$ cat config.mk
export PLATFORM = sky130hd
export DESIGN_NAME = imem_loader
export DESIGN_NICKNAME = d
export VERILOG_FILES = /design/src/rtl/imem_loader_pkg.sv /design/src/rtl/imem_loader_word_assembler.sv /design/src/rtl/imem_loader.sv
export SDC_FILE = /design/constraint.sdc
export NUM_CORES = 1
export LEC_CHECK = 0
export ABC_AREA = 1
export CORE_MARGIN = 8
export CORE_UTILIZATION = 60
export CTS_CLUSTER_DIAMETER = 120
export DETAILED_ROUTE_END_ITERATION = 7
export GPL_TIMING_DRIVEN = 0
export MAX_ROUTING_LAYER = met4
export PLACE_DENSITY = 0.84
export SLEW_MARGIN = 0
export SYNTH_ARGS = -nofsm -noshare
export SYNTH_HDL_FRONTEND = slang
export SYNTH_SLANG_ARGS = --single-unit
$ cat constraint.sdc
create_clock -name clk -period 2.9 [get_ports clk]
set_input_delay 0.435 -clock clk [delete_from_list [all_inputs] [get_ports clk]]
set_output_delay 0.435 -clock clk [all_outputs]
set_load 0.01 [all_outputs]
$ cat src/rtl/imem_loader_pkg.sv
// Shared definitions for the instruction-memory boot loader.
package imem_loader_pkg;

  // Width of the little-endian word-count header.
  localparam int HDR_W = 16;

  // Loader states; 3-bit encodings.
  typedef enum logic [2:0] {
    S_HDR_LO = 3'd0,
    S_HDR_HI = 3'd1,
    S_DATA   = 3'd2,
    S_DONE   = 3'd3,
    S_ERR    = 3'd4
  } state_t;

  // True in the states that take bytes from the stream.
  function automatic logic accepting(input state_t s);
    return (s == S_HDR_LO) || (s == S_HDR_HI) || (s == S_DATA);
  endfunction

endpackage

$ cat src/rtl/imem_loader_word_assembler.sv
// Packs four little-endian stream bytes into one 32-bit instruction word.
module word_assembler (
  input  logic        clk,
  input  logic        rst,
  input  logic        clr,
  input  logic        en,
  input  logic [7:0]  byte_data,
  output logic        word_done,
  output logic [31:0] word
);

  logic [23:0] buffer;
  logic [1:0]  byte_idx;

  // The fourth byte is not buffered: it is merged straight into the word.
  assign word_done = en && (byte_idx == 2'd3);
  assign word      = {byte_data, buffer};

  // Store bytes 0..2 in their lanes; the index wraps to 0 after byte 3.
  always_ff @(posedge clk or negedge rst) begin
    if (!rst) begin
      buffer   <= '0;
      byte_idx <= '0;
    end else if (clr) begin
      byte_idx <= '0;
    end else if (en) begin
      case (byte_idx)
        2'd0:    buffer[7:0]   <= byte_data;
        2'd1:    buffer[15:8]  <= byte_data;
        2'd2:    buffer[23:16] <= byte_data;
        default: ;
      endcase
      byte_idx <= byte_idx + 2'd1;
    end
  end

endmodule

$ cat src/rtl/imem_loader.sv
// Boot loader: receives a counted byte stream, writes instruction memory,
// and releases the CPU only after the last word has been committed.
module imem_loader
  import imem_loader_pkg::*;
#(
  parameter int DEPTH = 64,
  parameter int AW    = (DEPTH > 1) ? $clog2(DEPTH) : 1
) (
  input  logic          clk,
  input  logic          rst,
  input  logic          byte_valid,
  input  logic [7:0]    byte_data,
  output logic          byte_ready,
  input  logic          load_req,
  output logic          imem_we,
  output logic [AW-1:0] imem_waddr,
  output logic [31:0]   imem_wdata,
  output logic          cpu_start,
  output logic          done,
  output logic          err
);

  localparam logic [HDR_W-1:0] DEPTH_W = HDR_W'(DEPTH);

  state_t           state;
  logic [HDR_W-1:0] count;
  logic [HDR_W-1:0] word_idx;
  logic [HDR_W-1:0] hdr;
  logic             fire;
  logic             asm_en;
  logic             asm_clr;
  logic             word_done;
  logic [31:0]      word;

  assign fire    = byte_valid && byte_ready;
  assign asm_en  = fire && (state == S_DATA);
  assign asm_clr = fire && (state == S_HDR_HI);
  assign hdr     = {byte_data, count[7:0]};

  word_assembler u_asm (
    .clk       (clk),
    .rst       (rst),
    .clr       (asm_clr),
    .en        (asm_en),
    .byte_data (byte_data),
    .word_done (word_done),
    .word      (word)
  );

  // Load sequencer; byte_ready tracks the accepting-ness of the next state,
  // cpu_start/done/err lag the state by one edge so the last write lands first.
  always_ff @(posedge clk or negedge rst) begin
    if (!rst) begin
      state      <= S_HDR_LO;
      count      <= '0;
      word_idx   <= '0;
      byte_ready <= 1'b0;
      imem_we    <= 1'b0;
      imem_waddr <= '0;
      imem_wdata <= '0;
      cpu_start  <= 1'b0;
      done       <= 1'b0;
      err        <= 1'b0;
    end else begin
      imem_we    <= 1'b0;
      byte_ready <= accepting(state);
      cpu_start  <= (state == S_DONE);
      done       <= (state == S_DONE);
      err        <= (state == S_ERR);
      case (state)
        S_HDR_LO: begin
          if (fire) begin
            count[7:0] <= byte_data;
            state      <= S_HDR_HI;
          end
        end
        S_HDR_HI: begin
          if (fire) begin
            count[15:8] <= byte_data;
            word_idx    <= '0;
            if (hdr == '0) begin
              state      <= S_DONE;
              byte_ready <= 1'b0;
            end else if (hdr > DEPTH_W) begin
              state      <= S_ERR;
              byte_ready <= 1'b0;
            end else begin
              state <= S_DATA;
            end
          end
        end
        S_DATA: begin
          if (word_done) begin
            imem_we    <= 1'b1;
            imem_waddr <= word_idx[AW-1:0];
            imem_wdata <= word;
            word_idx   <= word_idx + 16'd1;
            if (word_idx == count - 16'd1) begin
              state      <= S_DONE;
              byte_ready <= 1'b0;
            end
          end
        end
        S_DONE, S_ERR: begin
          if (load_req) begin
            state      <= S_HDR_LO;
            byte_ready <= 1'b1;
            cpu_start  <= 1'b0;
            done       <= 1'b0;
            err        <= 1'b0;
          end
        end
        default: begin
          state      <= S_HDR_LO;
          byte_ready <= 1'b1;
        end
      endcase
    end
  end

endmodule
* Word-level counts from Yosys, hierarchy flattened *
Cells that the tools add are included.

storage, ports and cells
  register bits after elaboration = 103
  bits in latches = 0
  memory bits (writable) = 0
  bits in read-only memories = 0
  bits of input ports = 12
  output and inout bits = 43
  word-level logic and storage cells = 78
  memories = 0

operators by class
  $add $sub $neg = 3
  multiply operators = 0
  div/mod/pow operators = 0
  order comparisons = 1
  equal/unequal tests = 13
  shift-type cells = 0
  mux-type cells = 26
  bitwise operators = 1
  reductions and logical operators = 20

operator list
  kind                     number
  $mux W16                 2
  $pmux W16 S2             1
  $mux W3                  7
  $add A16 B1 Y16 const B  1
  $eq A16 B16 Y1           1
  $gt A16 B7 Y1 const B    1
  $logic_not A16 Y1        1
  $sub A16 B1 Y16 const B  1
  $mux W1                  12
  $pmux W3 S4              1
  $reduce_and A3 Y1        4
  $eq A3 B2 Y1 const B     2
  $ne A2 B2 Y1 const B     3
  $reduce_and A2 Y1        3
  $reduce_and A5 Y1        1
  $eq A2 B2 Y1 const B     2
  $logic_and A1 B1 Y1      4
  $mux W2                  2
  $ne A2 B1 Y1 const B     2
  $pmux W1 S4              1
  $reduce_bool A2 Y1       2
  $eq A3 B1 Y1 const B     1
  $eq A3 B3 Y1 const B     1
  $logic_not A3 Y1         1
  6 further kinds          7

* Logic depth before layout (Yosys ltp) *
  word-level depth = 7
  gate-level depth with buffers = 16
  depth with buffers taken out = 16

* By module *
Synthesis repeated with hierarchy kept, for this count alone.

second synthesis, totals
  cell total of the unflattened synthesis = 653
  area, all modules = 5187.5 µm²

modules (own cells, without submodules)
  module          times used  cells an instance  area each (µm²)
  imem_loader     1           519                3968.8
  word_assembler  1           134                1218.7

* Worst setup path after synthesis *
Ideal clock, no wire load.

  path type = reg2reg
  from = register count[0]
  to = register state[0]
  arrival = 1634 ps
  required time = 2783 ps
  setup slack = 1149 ps
  stages on the path, launching flop included = 16
  path buffers = 0
  clock period less this slack = 1751 ps
  cells stage by stage = dfrtp_1 -> inv_1 -> ha_1 -> nand2_1 -> nor2_1 -> nand3_1 -> nand2_1 -> nand2_1 -> inv_1 -> nand2_1 -> nor2_1 -> nand3_1 -> nand2_1 -> nand2_1 -> nand2_1 -> nand2_1

on the way
  longest elaborated chain between the ends = 4
  elaborated cells between the ends (all ways) = 8

ends and longest elaborated chain
  element                                                     line                                  text
  start, declared                                             imem_loader.sv:26                     logic [HDR_W-1:0] count;
  start signal, assigned                                      imem_loader.sv:73                     count[7:0] <= byte_data;
  $sub A16 B1 Y16 or $logic_not A16 Y1 (tied branches)        imem_loader.sv:98, imem_loader.sv:81
  $eq A16 B16 Y1 or $mux W3 (tied branches)                   imem_loader.sv:98, imem_loader.sv:81
  $ne A2 B1 Y1 (no line) or $mux W3 (tied branches)           -
  $reduce_and A5 Y1 (no line) or $pmux W3 S4 (tied branches)  -
  end signal, assigned                                        imem_loader.sv:99                     state <= S_DONE;
  end signal, assigned                                        imem_loader.sv:106                    state <= S_HDR_LO;
  end signal, assigned                                        imem_loader.sv:114                    state <= S_HDR_LO;
  end, declared                                               imem_loader.sv:25                     state_t state;

Parallel ways exist; a longest one is shown, timed or not. The select of a mux whose other input is x is not followed.
A chain may end at the register's enable or synchronous reset.

* Worst setup path in the final report *
  from = input port byte_valid
  to = register state[0]

on the way
  longest elaborated chain between the ends = 5
  elaborated cells between the ends (all ways) = 7

ends and longest elaborated chain
  element                          line                              text
  start, declared                  imem_loader.sv:11                 input logic byte_valid,
  $logic_and A1 B1 Y1 (*)          imem_loader.sv:35                 assign fire = byte_valid && byte_ready;
  $logic_and A1 B1 Y1              imem_loader.sv:36                 assign asm_en = fire && (state == S_DATA);
  $logic_and A1 B1 Y1              imem_loader_word_assembler.sv:16  assign word_done = en && (byte_idx == 2'd3);
  $ne A2 B1 Y1 (no line)           -
  $reduce_and A5 Y1 (no line) (*)  -
  end signal, assigned             imem_loader.sv:54                 state <= S_HDR_LO;
  end signal, assigned             imem_loader.sv:74                 state <= S_HDR_HI;
  end signal, assigned             imem_loader.sv:82                 state <= S_DONE;

Every way passes the cells marked *; elsewhere a longest branch is shown, timed or not.

==> results.json <==
{
  "cp.required_ps": 3160,
  "synth_area_per_cell_um2": 8.30,
  "ir_drop_mv": 0.475,
  "r2r_cells": 12,
  "final_antenna_net_count": 0,
  "insertion_delay_ps": 380,
  "antenna_found_initial": 0,
  "cp_data_arrival_time_ps": 2500,
  "synth.largest_area_cell": "dfrtp_1",
  "firstDrtPassIters": 5,
  "root_buffer": "clkbuf_8",
  "synthDistinctLibCells": 34,
  "fmax_mhz": 447,
  "die_w_um": 106,
  "rrSetupSlack_ps": 680,
  "maxSlewHeadroom_pct": 67.0,
  "layout_commonest_cell": "nand2_1",
  "gr-total-overflow": 0,
  "grt_use_total_pct": 21.7,
  "layout.cells.non_filler": 754,
  "io-pin-count": 55,
  "grt_pass1_wl_um": 19200,
  "coreArea_um2": 7770,
  "synth_fp_nets": 599,
  "dpl-instance-area_um2": 5520,
  "end_kind": "register",
  "drive_above_1_share_pct": 5.67,
  "period_minus_slack_ps": 2240,
  "cap_violations": 0,
  "vias_per_cell": 5.37,
  "post_drt_wl_per_cell_um": 15.2,
  "power_mw": 5.03,
  "rows": 32,
  "clkTransAtPathRegs_ps": 110,
  "dpl.hpwl_um": 8230,
  "hp-class": "in2async",
  "setup_violations": 0,
  "ys_ff_latch": 103,
  "yosysSeqAreaShare_pct": 53.4,
  "finalMaxSlewViolations": 0,
  "startpoint_type": "primary input",
  "layout_common_cells": "nand2_1 (202), dfrtp_1 (103), o21ai_0 (62)",
  "synth_top_area_share_pct": 53.4,
  "status": "completed",
  "htree_levels": 3,
  "area_delta_synth_final_pct": 18.4,
  "postCtsResizedCells": 0,
  "whs_ps": 5.55,
  "critPathKind": "in2reg",
  "leakagePower_nw": 2.91,
  "synthFlopType": "dfrtp_1",
  "synth_edf_count": 0,
  "fin_nets": 665,
  "drt_iter0_drc": 227,
  "worst_slew_pin_slew_ps": 495,
  "async_flop_share_pct": 100,
  "cts_buffer_depth": 2,
  "pwr_density_cell_nw_per_um2": 881,
  "cts_buffers": 9,
  "diodes": 0,
  "vias": 4048,
  "start_util_pct": 62.1,
  "layout_worst_path_cycle_share_pct": 77.1,
  "syn-cell-area_um2": 4820,
  "drc": 0,
  "cts_setup_buffers": 0,
  "cts_tree": "yes",
  "cts_hold_buf": 0,
  "portBuffers": 54,
  "synth_cells": 581,
  "fin_area_um2": 5710,
  "wl_um": 11500,
  "grt_pass1_vias": 3939,
  "placed_cells": 738,
  "grt_setup_unrepaired": "no",
  "grt_max_degree": 68,
  "dieArea_um2": 11200,
  "die_y_um": 106,
  "finalClockSkew_ps": 14.6,
  "hold_viol_final": 0,
  "gp_congestion": 0.951,
  "crit_fanout": 10,
  "yosys-top-cells-area": "dfrtp_1 (53%), nand2_1 (16%), o21ai_0 (6.4%)",
  "yosysWarnings": 0,
  "setup_tns_ps": 0,
  "cts.sinks": 103
}
==> layout make-up <==
cell class	count	area, um2
Sequential cell	103	2580
Multi-Input combinational cell	407	1970
Clock buffer	10	138
Fill cell	577	2060
Inverter	57	216
Buffer	14	56.3
Clock inverter	6	55.1
Timing Repair Buffer	55	566
Tap cell	102	128
==> logic make-up after synthesis <==
| group | share of synthesized area, % |
|---|---|
| adders and majority gates | 1.56 |
| and+or+nand+nor | 27.7 |
| DFF | 53.4 |
| AOI/OAI and AO/OA | 9.11 |
| xor gates and xnor gates | 2.54 |
| buffers and inverters | 5.65 |
==> sequential cells by signal (all words and copies together) (netlist names) <==
name / count
byte_ready: 1
count: 16
done: 1
err: 1
imem_waddr: 6
imem_wdata: 32
imem_we: 1
state: 3
u_asm.buffer: 24
u_asm.byte_idx: 2
word_idx: 16
==> path summary, 6_finish.rpt <==
check / startpoint / to
max: byte_valid / state[0]
min: rst / imem_wdata[21]
max reg2reg: u_asm.byte_idx[0] / state[0]
min reg2reg: u_asm.buffer[10] / imem_wdata[10]
max in group asynchronous: rst / count[10]
min in group clk: u_asm.buffer[10] / imem_wdata[10]
==> metrics by stage <==
step | setup slack (ps) | utilization (%)
final | 664 | 73.5
after global routing | 424 | 73.5
after CTS | 683 | 73.5
after detailed placement | 315 | 71.0
after global placement | -2350 | 70.7
after floorplan | 1150 | -
==> power breakdown <==
part	total [mW]	internal [mW]	switching, mW
clock	0.876	0.348	0.528
sequential	2.27	1.90	0.378
combinational	1.88	0.792	1.09
total	5.03	3.04	1.99
==> synthesized netlist by cell type (2+ instances only) <==
library cell,number
a211oi_1,2
a21oi_1,10
a31oi_1,3
clkbuf_1,12
dfrtp_1,103
ha_1,6
inv_1,55
nand2_1,202
nand2_2,3
nand2_4,4
nand3_1,20
nand3b_1,3
nand4_1,5
nor2_1,48
nor2_2,2
nor2_8,3
nor3_1,7
nor3b_1,2
o21ai_0,62
o21ai_1,3
xnor2_1,4
xor2_1,10
==> worst max-delay path, stage by stage <==
cell and delay, ps:
clkdlybuf4s50_1 470, nand2_2 190, nor3_4 480, nand2_1 160
nor2_1 110, nand3_1 80, nor2_1 110, nand3_1 130
nand2_1 150, nand2_1 70, nand2_1 70, nand2_1 40
==> metal layers <==
| metal | GRT usage, % | vias to the layer above | wire [um] | share of wire (%) |
|---|---|---|---|---|
| met5 | - | - | 0 | 0 |
| met2 | 34.9 | 128 | 5660 | 49 |
| met3 | 4.63 | 20 | 639 | 5.6 |
| met4 | 8.54 | 0 | 235 | 2.0 |
| met1 | 26.2 | 1930 | 4960 | 43 |
| li1 | - | 1970 | - | - |
Note: power is estimated with default switching activity, not from simulation.
